<file path="src/rtl/ps2_pkg.sv">
// Shared PS/2 definitions: frame length, error codes, FSM encoding and the
// scan codes the downstream key decoder listens for.
package ps2_pkg;

  localparam int FRAME_BITS = 11;

  localparam logic [1:0] ERR_TIMEOUT = 2'b00;
  localparam logic [1:0] ERR_START   = 2'b01;
  localparam logic [1:0] ERR_PARITY  = 2'b10;
  localparam logic [1:0] ERR_STOP    = 2'b11;

  localparam logic [1:0] ST_IDLE   = 2'd0;
  localparam logic [1:0] ST_SHIFT  = 2'd1;
  localparam logic [1:0] ST_REPORT = 2'd2;

  localparam logic [7:0] SC_W     = 8'h1D;
  localparam logic [7:0] SC_A     = 8'h1C;
  localparam logic [7:0] SC_S     = 8'h1B;
  localparam logic [7:0] SC_D     = 8'h23;
  localparam logic [7:0] SC_P     = 8'h4D;
  localparam logic [7:0] SC_BREAK = 8'hF0;

  // PS/2 uses odd parity: data bits plus parity bit must hold an odd count of ones.
  function automatic logic odd_parity_ok(input logic [7:0] data, input logic parity);
    return ^{data, parity};
  endfunction

endpackage

</file>
<file path="src/rtl/ps2_clk_filter.sv">
// Synchronizes the PS/2 pins, debounces the clock and flags each falling edge
// together with the data bit captured when the raw clock actually fell.
module ps2_clk_filter #(
  parameter int FILTER_LEN = 8
) (
  input  logic clk,
  input  logic rst_n,
  input  logic ps2_clk,
  input  logic ps2_data,
  output logic bit_edge,
  output logic bit_data
);

  localparam int CW = $clog2(FILTER_LEN + 1);

  logic [1:0]            clk_sync;
  logic [1:0]            data_sync;
  logic [CW-1:0]         stable_cnt;
  logic                  clk_filt;
  logic                  clk_filt_q;
  logic [FILTER_LEN-1:0] data_dly;

  // Everything resets high so an idle bus never looks like an edge.
  always_ff @(posedge clk or negedge rst_n) begin
    if (!rst_n) begin
      clk_sync   <= 2'b11;
      data_sync  <= 2'b11;
      stable_cnt <= '0;
      clk_filt   <= 1'b1;
      clk_filt_q <= 1'b1;
      data_dly   <= '1;
    end else begin
      clk_sync   <= {clk_sync[0], ps2_clk};
      data_sync  <= {data_sync[0], ps2_data};
      clk_filt_q <= clk_filt;
      if (clk_sync[1] == clk_filt) begin
        stable_cnt <= '0;
      end else if (stable_cnt == CW'(FILTER_LEN - 1)) begin
        clk_filt   <= clk_sync[1];
        stable_cnt <= '0;
      end else begin
        stable_cnt <= stable_cnt + 1'b1;
      end
      // Data lags by the filter depth so the bit seen at the edge is the one
      // present when the raw clock went low.
      data_dly[0] <= data_sync[1];
      for (int i = 1; i < FILTER_LEN; i++) begin
        data_dly[i] <= data_dly[i-1];
      end
    end
  end

  assign bit_edge = clk_filt_q & ~clk_filt;
  assign bit_data = data_dly[FILTER_LEN-1];

endmodule

</file>
<file path="src/rtl/ps2_frame_receiver.sv">
// PS/2 device-to-host frame receiver: collects 11-bit frames, checks start,
// odd parity and stop, and reports either a byte or an error cause.
module ps2_frame_receiver
  import ps2_pkg::*;
#(
  parameter int FILTER_LEN     = 8,
  parameter int TIMEOUT_CYCLES = 100000
) (
  input  logic       clk,
  input  logic       rst_n,
  input  logic       ps2_clk,
  input  logic       ps2_data,
  output logic [7:0] rx_data,
  output logic       rx_valid,
  output logic       rx_err,
  output logic [1:0] err_code,
  output logic       busy
);

  localparam int IW = $clog2(TIMEOUT_CYCLES + 1);

  logic          bit_edge;
  logic          bit_data;
  logic [1:0]    state;
  logic [3:0]    bit_cnt;
  logic [8:0]    shift_reg;
  logic [IW-1:0] idle_cnt;

  ps2_clk_filter #(
    .FILTER_LEN(FILTER_LEN)
  ) u_filter (
    .clk      (clk),
    .rst_n    (rst_n),
    .ps2_clk  (ps2_clk),
    .ps2_data (ps2_data),
    .bit_edge (bit_edge),
    .bit_data (bit_data)
  );

  // The verdict is registered on the stop-bit edge, so the pulses and the
  // rx_data update are visible during the single REPORT cycle.
  always_ff @(posedge clk or negedge rst_n) begin
    if (!rst_n) begin
      state     <= ST_IDLE;
      bit_cnt   <= '0;
      shift_reg <= '0;
      idle_cnt  <= '0;
      rx_data   <= 8'h00;
      rx_valid  <= 1'b0;
      rx_err    <= 1'b0;
      err_code  <= ERR_TIMEOUT;
    end else begin
      rx_valid <= 1'b0;
      rx_err   <= 1'b0;
      case (state)
        ST_IDLE: begin
          idle_cnt <= '0;
          if (bit_edge) begin
            if (!bit_data) begin
              state   <= ST_SHIFT;
              bit_cnt <= 4'd1;
            end else begin
              rx_err   <= 1'b1;
              err_code <= ERR_START;
            end
          end
        end
        ST_SHIFT: begin
          if (bit_edge) begin
            idle_cnt <= '0;
            bit_cnt  <= bit_cnt + 4'd1;
            if (bit_cnt == 4'(FRAME_BITS - 1)) begin
              state <= ST_REPORT;
              // shift_reg now holds data[7:0] in [7:0] and parity in [8].
              if (!odd_parity_ok(shift_reg[7:0], shift_reg[8])) begin
                rx_err   <= 1'b1;
                err_code <= ERR_PARITY;
              end else if (!bit_data) begin
                rx_err   <= 1'b1;
                err_code <= ERR_STOP;
              end else begin
                rx_data  <= shift_reg[7:0];
                rx_valid <= 1'b1;
              end
            end else begin
              shift_reg <= {bit_data, shift_reg[8:1]};
            end
          end else if (idle_cnt == IW'(TIMEOUT_CYCLES - 1)) begin
            rx_err   <= 1'b1;
            err_code <= ERR_TIMEOUT;
            state    <= ST_IDLE;
            bit_cnt  <= '0;
            idle_cnt <= '0;
          end else begin
            idle_cnt <= idle_cnt + 1'b1;
          end
        end
        ST_REPORT: begin
          state   <= ST_IDLE;
          bit_cnt <= '0;
        end
        default: begin
          state   <= ST_IDLE;
          bit_cnt <= '0;
        end
      endcase
    end
  end

  assign busy = (state == ST_SHIFT);

endmodule
</file>
<file path="config.mk">
export PLATFORM = sky130hd
export DESIGN_NAME = ps2_frame_receiver
export DESIGN_NICKNAME = d
export VERILOG_FILES = /design/src/rtl/ps2_pkg.sv /design/src/rtl/ps2_clk_filter.sv /design/src/rtl/ps2_frame_receiver.sv
export SDC_FILE = /design/constraint.sdc
export NUM_CORES = 1
export LEC_CHECK = 0
export ABC_CLOCK_PERIOD_IN_PS = 6100
export BUFFER_PORTS_ARGS = -buffer_cell sky130_fd_sc_hd__buf_2
export CORE_UTILIZATION = 40
export DETAILED_ROUTE_END_ITERATION = 8
export PLACE_DENSITY = 0.55
export RECOVER_POWER = 50
export SETUP_SLACK_MARGIN = 0.3
export SYNTH_ARGS = -nofsm -noshare
export SYNTH_HDL_FRONTEND = slang
export SYNTH_SLANG_ARGS = --single-unit
</file>
<file path="constraint.sdc">
create_clock -name clk -period 6.1 [get_ports clk]
set_input_delay 0 -clock clk [delete_from_list [all_inputs] [get_ports clk]]
set_output_delay 0 -clock clk [all_outputs]
set_load 0.03 [all_outputs]
</file>
## Word level (Yosys, flattened, before mapping)

Index checks and enable logic that the tools add are counted.

- Output and inout port bits: 13
- Bits in registers: 62
- Bits of input ports: 4
- Word-level logic and storage cells: 76

- Reduce and logical (&&, ||, !) cells: 9
- Bitwise gates (word level): 4
- Eq/ne operators: 11
- Add/sub/neg operators: 3
- Mux-type cells: 35

Operators by type and width:

| kind | number |
|---|---|
| two-way mux 17 bit | 2 |
| case mux 17 bit (2 select lines) | 1 |
| two-way mux 4 bit | 6 |
| two-way mux 2 bit | 11 |
| adder 17 x 1 -> 17 bit, second input constant | 1 |
| == test 17 bit, second input constant | 1 |
| two-way mux 1 bit | 11 |
| XOR reduction 9 bit | 1 |
| adder 4 x 1 -> 4 bit, second input constant | 2 |
| case mux 2 bit (2 select lines) | 2 |
| case mux 4 bit (2 select lines) | 1 |
| AND reduction 3 bit | 2 |
| AND reduction 6 bit | 1 |
| AND reduction 5 bit | 1 |
| == test 4 x 3 -> 1 bit, second input constant | 1 |
| == test 4 bit, second input constant | 1 |
| != test 2 bit, second input constant | 2 |
| != test 4 bit, second input constant | 1 |
| AND reduction 4 bit | 1 |
| != test 3 x 1 -> 1 bit, second input constant | 1 |
| != test 3 x 2 -> 1 bit, second input constant | 1 |
| inverter 1 bit | 3 |
| == test 2 x 1 -> 1 bit, second input constant | 1 |
| logical NOT 2 bit | 1 |
| 6 further kinds | 6 |

## Longest topological paths before layout

Gate-level depths: netlist of the first run.

- Depth in word-level cells: 5
- Mapped depth: 8
- Gate-level depth less buffers: 7

## Hierarchy

Synthesis of the first run repeated with hierarchy kept, for this count alone.

- Cells, all modules: 224
- Area total of the unflattened synthesis: 2,651.3 um^2

Modules (own cells, without submodules):

| module | cells each | area each (um^2) | instances | sequential area each (um^2) |
|---|---|---|---|---|
| ps2_frame_receiver | 192 | 2,083.2 | 1 | 1,101.1 |
| ps2_clk_filter | 32 | 568.0 | 1 | 467.9 |

## Least setup slack after synthesis of the first run

No wires, ideal clock.

- Path type: flip-flop to flip-flop
- Start point: reg idle_cnt[11]
- End point: reg bit_cnt[3]
- Clock period less this slack: 2.085 ns
- Setup time: 0.126 ns
- Data required time: 5.974 ns
- Data arrival time: 1.958 ns
- Cell stages (with the launch flop): 8
- Slack: 4.015 ns
- Buffers on the path: 1
- Path through: dfrtp_1 -> or4b_4 -> or4_4 -> nand2_4 -> buf_6 -> nand2_2 -> o21ai_1 -> o31ai_1

- Word-level cells in the longest chain between the ends: 3

RTL lines:

| what | RTL line | text |
|---|---|---|
| start, declared | ps2_frame_receiver.sv:27 | `logic [IW-1:0] idle_cnt;` |
| start signal, assigned | ps2_frame_receiver.sv:95 | `idle_cnt <= idle_cnt + 1'b1;` |
| == test 17 bit | ps2_frame_receiver.sv:88 | `end else if (idle_cnt == IW'(TIMEOUT_CYCLES - 1)) begin` |
| != test 3 x 1 -> 1 bit (no source line) | - |  |
| AND reduction 3 bit (no source line) | - |  |
| end signal, assigned | ps2_frame_receiver.sv:71 | `bit_cnt <= bit_cnt + 4'd1;` |
| end, declared | ps2_frame_receiver.sv:25 | `logic [3:0] bit_cnt;` |

Every way passes these cells.
A chain may end at the register's enable or synchronous reset.

==> results of run 1 <==
==> metal layers <==
layer | vias to the layer above | part of all wire (%) | track usage, %
li1 | 883 | - | -
met1 | 823 | 50 | 19.86
met2 | 26 | 44 | 21.68
met3 | 10 | 3.9 | 5.143
met4 | 0 | 2.0 | 7.524
met5 | - | 0 | 0
==> power by group through the flow <==
| stage | clock [W] | combinational [W] | sequential, W |
|---|---|---|---|
| finish | 0.000400 | 0.000153 | 0.000480 |
| global route | 0.000431 | 0.000176 | 0.000486 |
| CTS | 0.000411 | 0.000157 | 0.000482 |
| detailed placement | 0 | 0.000155 | 0.000489 |
| global placement | 0 | 0.000155 | 0.000488 |
| floorplan | 0 | 0.000117 | 0.000491 |
==> how the worst min path moves through the flow <==
stage / startpoint / end / cells past startpoint
floorplan: rst_n / bit_cnt[0] / 0
finish: ps2_clk / u_filter.clk_sync[0] / 2
CTS: ps2_data / u_filter.data_sync[0] / 2
global route: ps2_data / u_filter.data_sync[0] / 2
global placement: ps2_data / u_filter.data_sync[0] / 1
detailed placement: ps2_data / u_filter.data_sync[0] / 1
==> cell type report <==
class,instances,area [um^2],share of cell area (%)
clock inverters,7,98.84,3.215
inverters,4,15.01,0.4884
clock buffers,9,123.9,4.029
multi-input cells,160,1072,34.88
repair buffers,20,98.84,3.215
flip-flops and latches,62,1569,51.04
well taps,77,96.34,3.134
==> worst reg2reg max path, delay by kind of cell (launching register included) <==
family          cells  cell delay (ps)
flops               1              630
simple gates        4             1590
compound gates      1              220
==> cells by family after synthesis <==
| family | count (synthesis) | share of synthesized area (%) |
|---|---|---|
| compound gates | 51 | 11.11 |
| xor+xnor | 10 | 3.766 |
| fa+ha+maj | 4 | 1.860 |
| buf+inv | 10 | 1.859 |
| flops | 62 | 58.30 |
| mux | 18 | 7.531 |
| simple gates | 77 | 15.57 |
==> cell usage after synthesis (2+ instances only) <==
master / count
a31oi_1: 3
nor2b_1: 6
nand4_1: 3
nor3_1: 5
nand2_1: 16
nor2_1: 14
clkbuf_1: 3
dfstp_2: 14
o31ai_1: 8
dfrtp_1: 48
and3_1: 6
xnor2_1: 7
or4bb_1: 2
nand2b_1: 5
a21oi_1: 7
o21ai_0: 8
mux2_2: 18
inv_1: 4
xor2_1: 2
o41ai_1: 2
ha_1: 4
o21ai_1: 19
nand3_1: 11
==> per-stage QoR <==
step	instance area, um^2	hold slack, ps	power (W)
after floorplan	2691	-295.6	0.0006076
after global placement	2840	105.7	0.0006432
after global routing	3074	274.4	0.001093
after detailed placement	2840	106.6	0.0006439
final	3074	292.8	0.001033
after CTS	3093	276.5	0.001050
==> repair_timing <==
action / in CTS / in global routing
endpoints found under the setup margin: 0 / 0
endpoints found under the hold margin: 50 / 0
resized for setup: 0 / 0
hold buffers: 3 / 0
==> results_dict.tcl, run 1 <==
set metrics [dict create \
    status "complete, but fails checks" \
    violations "max-capacitance violations, max-slew violations" \
    vdd_drop_max_uv 152.9 \
    dp_slack_ps 3582 \
    die_h_um 84.03 \
    period_needed_ps 3065 \
    power_density_nw_per_um2 335.9 \
    vias 1742 \
    relSlewSlack_pct -106.9 \
    gr-usage-all-layers_pct 14.97 \
    fin_setup_tns_ps 0 \
    layout_commonest_cell "dfrtp_1" \
    critPathLaunch "rst_n" \
    final_cell_mix "dfrtp_1, o21ai_1, mux2_2" \
    ant_nets 0 \
    syn_nets 240 \
    postCtsSetupRepairBufs 0 \
    port-buffer-count 16 \
    post-route-util_pct 47.87 \
    cts_tree "yes" \
    drv_slew 63 \
    syn2layout_area_growth_pct 14.23 \
    regToRegSetupSlack_ps 3570 \
    dp_hpwl_um 3014 \
    grt_pass1_vias 1684 \
    drt-total-wl_um 4590 \
    largest_reg_flops 17 \
    grt_max_degree 63 \
    yosys.area.top_type "dfrtp_1" \
    wl_per_cell_um 13.54 \
    h-tree-depth 3 \
    seqPwrFrac_pct 46.5 \
    reg2reg_from "state[1]" \
    viasPerCell 5.139 \
    numCtsBuffers 9 \
    path_buf_inv 3 \
    p_int_w 0.0007389 \
    drive_gt1_share_pct 20.99 \
    pwr-share-clk_pct 38.7 \
    synth-seq-area-share_pct 58.30 \
    cts_sinks 62 \
    power_frac_comb_pct 14.8 \
    antenna_cells 0 \
    r2r_end "idle_cnt[7]" \
    worst_pin_slew_ps 3104 \
    ys_ff_latch 62 \
    cp_num_cells 3 \
    critical_path.slowest_cell "clkbuf_1" \
    insertion_delay_ps 340 \
    cp_top_family "buffers and inverters" \
    first_pass_iters 4 \
    drt_iter0_markers 83 \
    synth_area_um2 2691 \
    power.leakage_nw 1.358 \
    n_fill_cell 601 \
    clkTransAtPathRegs_ps 70 \
    ys.flop_type "dfrtp_1" \
    fin_skew_ps 6.908 \
    overflow 0 \
    synth.distinct_cells 40 \
    synthArstFlopShare_pct 100.0 \
    drc 0 \
    arrival_ps 2830 \
    dp_cells 320 \
    cts-root-buf "clkbuf_8" \
    finalHoldViolations 0 \
    fin_crit_sh_pct 50.24 \
    cp_max_fo 62 \
    synth_edf_count 0 \
    layout.nets 265 \
    grt_pass1_wl_um 8073 \
    dieWidth_um 84.03 \
    syn_area_per_cell_um2 11.60 \
    max_freq_mhz 326.3 \
    power_switching_w 0.0002936 \
    initial_core_util_pct 41.91 \
    synth_cells 232 \
    routabilityCongestion 0.7753 \
    setup_viol 0 \
    rr_worst_depth 5 \
    hold_path.class "in2reg" \
    rsz0062_at_grt "no" \
    critPathLaunchType "input port" \
    cp_cell_sequence "dlygate4sd3_1 -> buf_2 -> clkbuf_1" \
    cpPeakStageDelay_ps 2180 \
    synth_top_area_share_pct 44.63 \
    die_area_um2 7060 \
    stdcell_count 339 \
    cts_buffer_depth 2 \
    antenna_found_initial 0 \
    crit_required_ps 5860 \
    rows 29 \
    max_cap_viol_count 1 \
    finalWorstSetupSlack_ps 3035 \
    swShare_pct 28.44 \
    end_kind "asynchronous set/reset pin" \
    ys_top_cells_by_area "dfrtp_1, dfstp_2, mux2_2" \
    setup.worst_path.end "idle_cnt[10]" \
    ios 17 \
    crit_type "in2async" \
    core_area_um2 6422 \
    ys.warnings.count 0 \
]
Power figures use the tool's default switching activity.
==> run 2: changes to the inputs <==
--- a/config.mk
+++ b/config.mk
@@ -5,11 +5,11 @@
 export SDC_FILE = /design/constraint.sdc
 export NUM_CORES = 1
 export LEC_CHECK = 0
-export ABC_CLOCK_PERIOD_IN_PS = 6100
+export ABC_CLOCK_PERIOD_IN_PS = 2600
 export BUFFER_PORTS_ARGS = -buffer_cell sky130_fd_sc_hd__buf_2
 export CORE_UTILIZATION = 40
 export DETAILED_ROUTE_END_ITERATION = 8
-export PLACE_DENSITY = 0.55
+export PLACE_DENSITY = 0.58
 export RECOVER_POWER = 50
 export SETUP_SLACK_MARGIN = 0.3
 export SYNTH_ARGS = -nofsm -noshare
==> constraint.sdc (replaced) <==
create_clock -name clk -period 2.6 [get_ports clk]
set_input_delay 0 -clock clk [delete_from_list [all_inputs] [get_ports clk]]
set_output_delay 0 -clock clk [all_outputs]
set_load 0.03 [all_outputs]
==> results_dict.tcl, run 2 (synthesis gave the netlist of run 1 again) <==
set metrics [dict create \
    status "finished, final reports clean" \
    layout.nets 275 \
    cpPeakStageDelay_ps 630 \
    cts_buffer_depth 2 \
    hold_path.class "in2reg" \
    drt-total-wl_um 4969 \
    ios 17 \
    fin_setup_tns_ps 0 \
    drive_gt1_share_pct 25.00 \
    critPathLaunchType "register" \
    wl_per_cell_um 14.24 \
    insertion_delay_ps 340 \
    viasPerCell 5.183 \
    grt_pass1_wl_um 8735 \
    dp_hpwl_um 3189 \
    syn2layout_area_growth_pct 17.90 \
    top_layer_used "met4" \
    first_pass_iters 4 \
    power_w 0.002457 \
    clkTransAtPathRegs_ps 70 \
    power.leakage_nw 1.413 \
    met2_length_um 2203 \
    port-buffer-count 16 \
    vdd_drop_max_uv 421.4 \
    drc 0 \
    swShare_pct 28.27 \
    arrival_ps 2460 \
    max_freq_mhz 446.5 \
    power_frac_comb_pct 18.1 \
    vias 1809 \
    regToRegSetupSlack_ps 360 \
    antenna_found_initial 0 \
    drv_slew 0 \
    grt_pass1_vias 1788 \
    relSlewSlack_pct 40.07 \
    reg2reg_from "idle_cnt[6]" \
    fin_skew_ps 10.22 \
    critPathLaunch "idle_cnt[6]" \
    dieWidth_um 84.03 \
    drt_iter0_markers 61 \
    crit_required_ps 2820 \
    numCtsBuffers 9 \
    layout_commonest_cell "dfrtp_1" \
    rows 29 \
    die_h_um 84.03 \
    wl_met3_um 207 \
    p_int_w 0.001763 \
    worst_pin_slew_ps 899.0 \
    cp_top_family "simple AND/OR/NAND/NOR gates" \
    cp_max_fo 7 \
    finalHoldViolations 0 \
    cts-root-buf "clkbuf_8" \
    routabilityCongestion 0.7167 \
    pwr-share-clk_pct 36.0 \
    rr_worst_depth 7 \
    end_kind "register" \
    largest_reg_flops 17 \
    setup.worst_path.end "idle_cnt[15]" \
    die_area_um2 7060 \
    cts_tree "yes" \
    dp_slack_ps 270.8 \
    finalWorstSetupSlack_ps 360.4 \
    cts_sinks 62 \
    crit_type "reg2reg" \
    gr-usage-all-layers_pct 16.06 \
    wl_met1_um 2488 \
    power_density_nw_per_um2 774.4 \
    seqPwrFrac_pct 45.9 \
    n_fill_cell 572 \
    cp_num_cells 7 \
    max_cap_viol_count 0 \
    r2r_end "idle_cnt[15]" \
    path_buf_inv 1 \
    rsz0062_at_grt "yes" \
    initial_core_util_pct 41.91 \
    overflow 0 \
    ant_nets 0 \
    critical_path.slowest_cell "or4_4" \
    period_needed_ps 2240 \
    antenna_cells 0 \
    setup_viol 0 \
    h-tree-depth 3 \
    fin_crit_sh_pct 86.14 \
    holdWs_ps 299.0 \
    core_area_um2 6422 \
    cp_cell_sequence "or4bb_1 -> or4_4 -> nand2_8 -> buf_12 -> nor2b_1 -> o21ai_0 -> o31ai_1" \
    final_cell_mix "dfrtp_1, o21ai_1, mux2_2" \
    power_switching_w 0.0006945 \
    grt_max_degree 42 \
]
==> run 2: power groups by stage <==
stage | logic, W | clock network (W) | registers [W]
2_1_floorplan | 0.000274 | 0 | 0.00115
3_3_place_gp | 0.000386 | 0 | 0.00114
3_5_place_dp | 0.000392 | 0 | 0.00114
4_1_cts | 0.000404 | 0.000907 | 0.00113
5_1_grt | 0.000502 | 0.000946 | 0.00114
6_report | 0.000446 | 0.000883 | 0.00113
==> run 2: how the worst min path moves through the flow <==
stage / startpoint / endpoint / cells after the start
2_1_floorplan: rst_n / bit_cnt[0] / 0
4_1_cts: ps2_data / u_filter.data_sync[0] / 2
3_3_place_gp: ps2_data / u_filter.data_sync[0] / 1
6_report: ps2_clk / u_filter.clk_sync[0] / 2
3_5_place_dp: ps2_data / u_filter.data_sync[0] / 1
5_1_grt: ps2_clk / u_filter.clk_sync[0] / 2
==> run 2: final cells by class <==
class | count | area, um^2 | area share (%)
Clock inverter | 3 | 42.54 | 1.341
Tap cell | 77 | 96.34 | 3.036
Timing Repair Buffer | 29 | 182.7 | 5.757
Clock buffer | 13 | 168.9 | 5.323
Sequential cell | 62 | 1570 | 49.49
Inverter | 4 | 15.01 | 0.4732
Multi-Input combinational cell | 161 | 1097 | 34.58
==> run 2: stage by stage <==
stage / instances / cell area (um^2) / util [%]
2_1_floorplan: 232 / 2691 / -
5_1_grt: 349 / 3173 / 49.41
3_5_place_dp: 327 / 2893 / 45.04
3_3_place_gp: 327 / 2893 / 45.04
4_1_cts: 346 / 3143 / 48.94
6_report: 349 / 3173 / 49.41
==> run 2: worst register-to-register path: stages, from the launching register on <==
cell and delay, ps:
dfrtp_2 440, or4bb_1 540, or4_4 640, nand2_8 120
buf_12 120, nor2b_1 40, o21ai_0 140, o31ai_1 90
==> run 2: routing by layer <==
layer,GRT usage [%],up-vias
li1,-,908
met1,21.53,858
met2,23.85,33
met3,5.737,10
met4,6.113,0
met5,0,-
==> run 2: what timing repair did <==
action	in CTS	in global routing
cloned	0	1
endpoints found under the setup margin	1	10
pin swaps	0	1
setup buffers	0	2
gates resized for setup	1	3
hold buffers	3	0
endpoints found under the hold margin	27	0
==> run 3: changes to the inputs <==
--- a/config.mk
+++ b/config.mk
@@ -14,4 +14,5 @@
 export SETUP_SLACK_MARGIN = 0.3
 export SYNTH_ARGS = -nofsm -noshare
 export SYNTH_HDL_FRONTEND = slang
+export SYNTH_HIERARCHICAL = 1
 export SYNTH_SLANG_ARGS = --single-unit
==> results_dict.tcl, run 3 <==
set metrics [dict create \
    max_freq_mhz 463.0 \
    synth_top_family_by_area "simple AND/OR/NAND/NOR gates" \
    grt_max_degree 36 \
    antenna_cells 0 \
    vias 1746 \
    layout_commonest_cell "dfrtp_1" \
    drv_slew 35 \
    synth-seq-area-share_pct 59.18 \
    hold_path.class "in2reg" \
    first_pass_iters 4 \
    power.leakage_nw 1.409 \
    cts_sinks 62 \
    dieWidth_um 83.42 \
    hp-start "ps2_data" \
    ios 17 \
    min_to "u_filter/data_sync[0]" \
    yosys-top-cells-count "dfrtp_1, nand2_1, mux2_2, nor2_1, o21ai_0" \
    power_frac_comb_pct 22.1 \
    fin_crit_sh_pct 83.07 \
    gr-usage-all-layers_pct 15.28 \
    yosys.area_share.simple_pct 14.49 \
    synth_xor_xnor_area_share_pct 5.474 \
    violations "max-capacitance violations, max-slew violations" \
    ys_top_cells_by_area "dfrtp_1, dfstp_2, mux2_2" \
    arrival_ps 2380 \
    clkTransAtPathRegs_ps 70 \
    wl_per_cell_um 13.73 \
    worstHoldPathCells 2 \
    grt_pass1_vias 1715 \
    crit_type "reg2reg" \
    end_kind "register" \
    h-tree-depth 3 \
    synth-adder-area-share_pct 1.888 \
    rr_worst_depth 7 \
    multi_input_area_um2 1060 \
    overflow 0 \
    synth.area.mux_share_pct 8.966 \
    fin_skew_ps 9.613 \
    yosys.area.top_type "dfrtp_1" \
    max_cap_viol_count 1 \
    cts_tree "yes" \
    ys_ff_latch 62 \
    r2r_end "rx_data[6]" \
    layout.nets 261 \
    synth-compound-area-share_pct 8.589 \
    ant_nets 0 \
    numCtsBuffers 9 \
    p_int_w 0.001779 \
    core_area_um2 6386 \
    vdd_drop_max_uv 350.3 \
    n_fill_cell 595 \
    ys.warnings.count 6 \
    synth_area_um2 2651 \
    swShare_pct 30.38 \
    syn2layout_area_growth_pct 16.66 \
    largest_reg_flops 17 \
    cts-root-buf "clkbuf_8" \
    power_switching_w 0.0007763 \
    insertion_delay_ps 340 \
    drive_gt1_share_pct 23.26 \
    crit_required_ps 2820 \
    synth_top_area_share_pct 45.30 \
    viasPerCell 5.212 \
    regToRegSetupSlack_ps 440 \
    setup_viol 0 \
    period_needed_ps 2160 \
    die_h_um 83.42 \
    ys.flop_type "dfrtp_1" \
    synth_cells 224 \
    drc 0 \
    synthArstFlopShare_pct 100.0 \
    drt-total-wl_um 4598 \
    syn_area_per_cell_um2 11.84 \
    drt_iter0_markers 124 \
    worst_pin_slew_ps 1918 \
    final_cell_mix "dfrtp_1, nand2_1, nor2_1, mux2_2, o21ai_0" \
    status "complete, but fails checks" \
    relSlewSlack_pct -27.84 \
    die_area_um2 6958 \
    synth.distinct_cells 34 \
    yosysMostFrequentCell "dfrtp_1" \
    regArea_um2 1569 \
    cp_max_fo 9 \
    grt_pass1_wl_um 8314 \
    rows 29 \
    routabilityCongestion 0.7568 \
    seqPwrFrac_pct 45.3 \
    syn_nets 232 \
    port-buffer-count 16 \
    dp_hpwl_um 3029 \
    pwr-share-clk_pct 32.6 \
    rsz0062_at_grt "no" \
    critPathLaunchType "register" \
    cts_buffer_depth 2 \
    power_density_nw_per_um2 826.0 \
    synth_edf_count 0 \
    holdWs_ps 309.6 \
    antenna_found_initial 0 \
    fin_setup_tns_ps 0 \
    finalHoldViolations 0 \
    reg2reg_from "shift_reg[1]" \
    initial_core_util_pct 41.52 \
]
[run 3: changes by cell type in the layout (fill, tap and decap cells not counted), sizes merged, moves of 3 or more]
cell / delta
buf: -5
and3: -3
a21oi: -4
o21ai: -9
xor2: +4
nor2: +5
[run 3: logic make-up after synthesis]
logic type	Yosys count
buf+inv	10
fa+ha+maj	4
simple gates	75
flops	62
xor+xnor	15
compound gates	37
mux	21
[run 3: cell type report]
type	count	share of cell area (%)
Sequential cell	62	50.73
Multi-Input combinational cell	152	34.26
Inverter	3	0.3641
Tap cell	77	3.115
Timing Repair Buffer	25	5.299
Clock inverter	4	1.537
Clock buffer	12	4.693
[run 3: worst max-delay path by stage]
stage                      start          to  slack [ps]  cells after the start
floorplan           shift_reg[1]  rx_data[0]         530                      6
detailed placement  shift_reg[1]  rx_data[3]         310                      6
global placement    shift_reg[1]  rx_data[7]         330                      6
finish              shift_reg[1]  rx_data[6]         440                      7
global route        shift_reg[5]  rx_data[3]         300                      7
CTS                 shift_reg[1]  rx_data[6]         380                      7
[run 3: through the flow]
| step | cell area [um^2] | std cells | worst slack [ps] | total power [W] | utilization, % |
|---|---|---|---|---|---|
| finish | 3093 | 335 | 440.3 | 0.002555 | 48.43 |
| floorplan | 2651 | 224 | 533.7 | 0.001560 | - |
| detailed placement | 2856 | 315 | 310.2 | 0.001729 | 44.73 |
| global placement | 2856 | 315 | 330.6 | 0.001721 | 44.73 |
| CTS | 3099 | 335 | 381.9 | 0.002578 | 48.53 |
| global route | 3093 | 335 | 304.2 | 0.002720 | 48.43 |
[run 3: what timing repair did]
item,4_1_cts,5_1_grt
resized for setup,0,2
endpoints found under the setup margin,6,10
cloned,0,0
pin swaps,1,0
setup buffers,1,0
hold buffers,3,0
endpoints found under the hold margin,32,0
[run 3: per-layer routing]
layer	up-vias	wire, um	global-route usage (%)
met5	-	0	0
met3	11	203	4.573
li1	850	-	-
met4	0	85	8.166
met1	848	2313	21.42
met2	37	1996	21.24
[run 3: critical path, stage by stage, from the launching register on]
cell and delay [ps]:
dfrtp_1 410, xnor2_1 160, xnor3_1 450, xnor2_2 210, nand2_1 130, nor3_4 210
buf_12 150, mux2_2 330
[run 3: power by group through the flow]
| stage | combinational, W | sequential, W | clock, W |
|---|---|---|---|
| 3_5_place_dp | 0.000553 | 0.00118 | 0 |
| 6_report | 0.000564 | 0.00116 | 0.000833 |
| 4_1_cts | 0.000558 | 0.00116 | 0.000859 |
| 2_1_floorplan | 0.000385 | 0.00117 | 0 |
| 5_1_grt | 0.000637 | 0.00117 | 0.000909 |
| 3_3_place_gp | 0.000546 | 0.00117 | 0 |
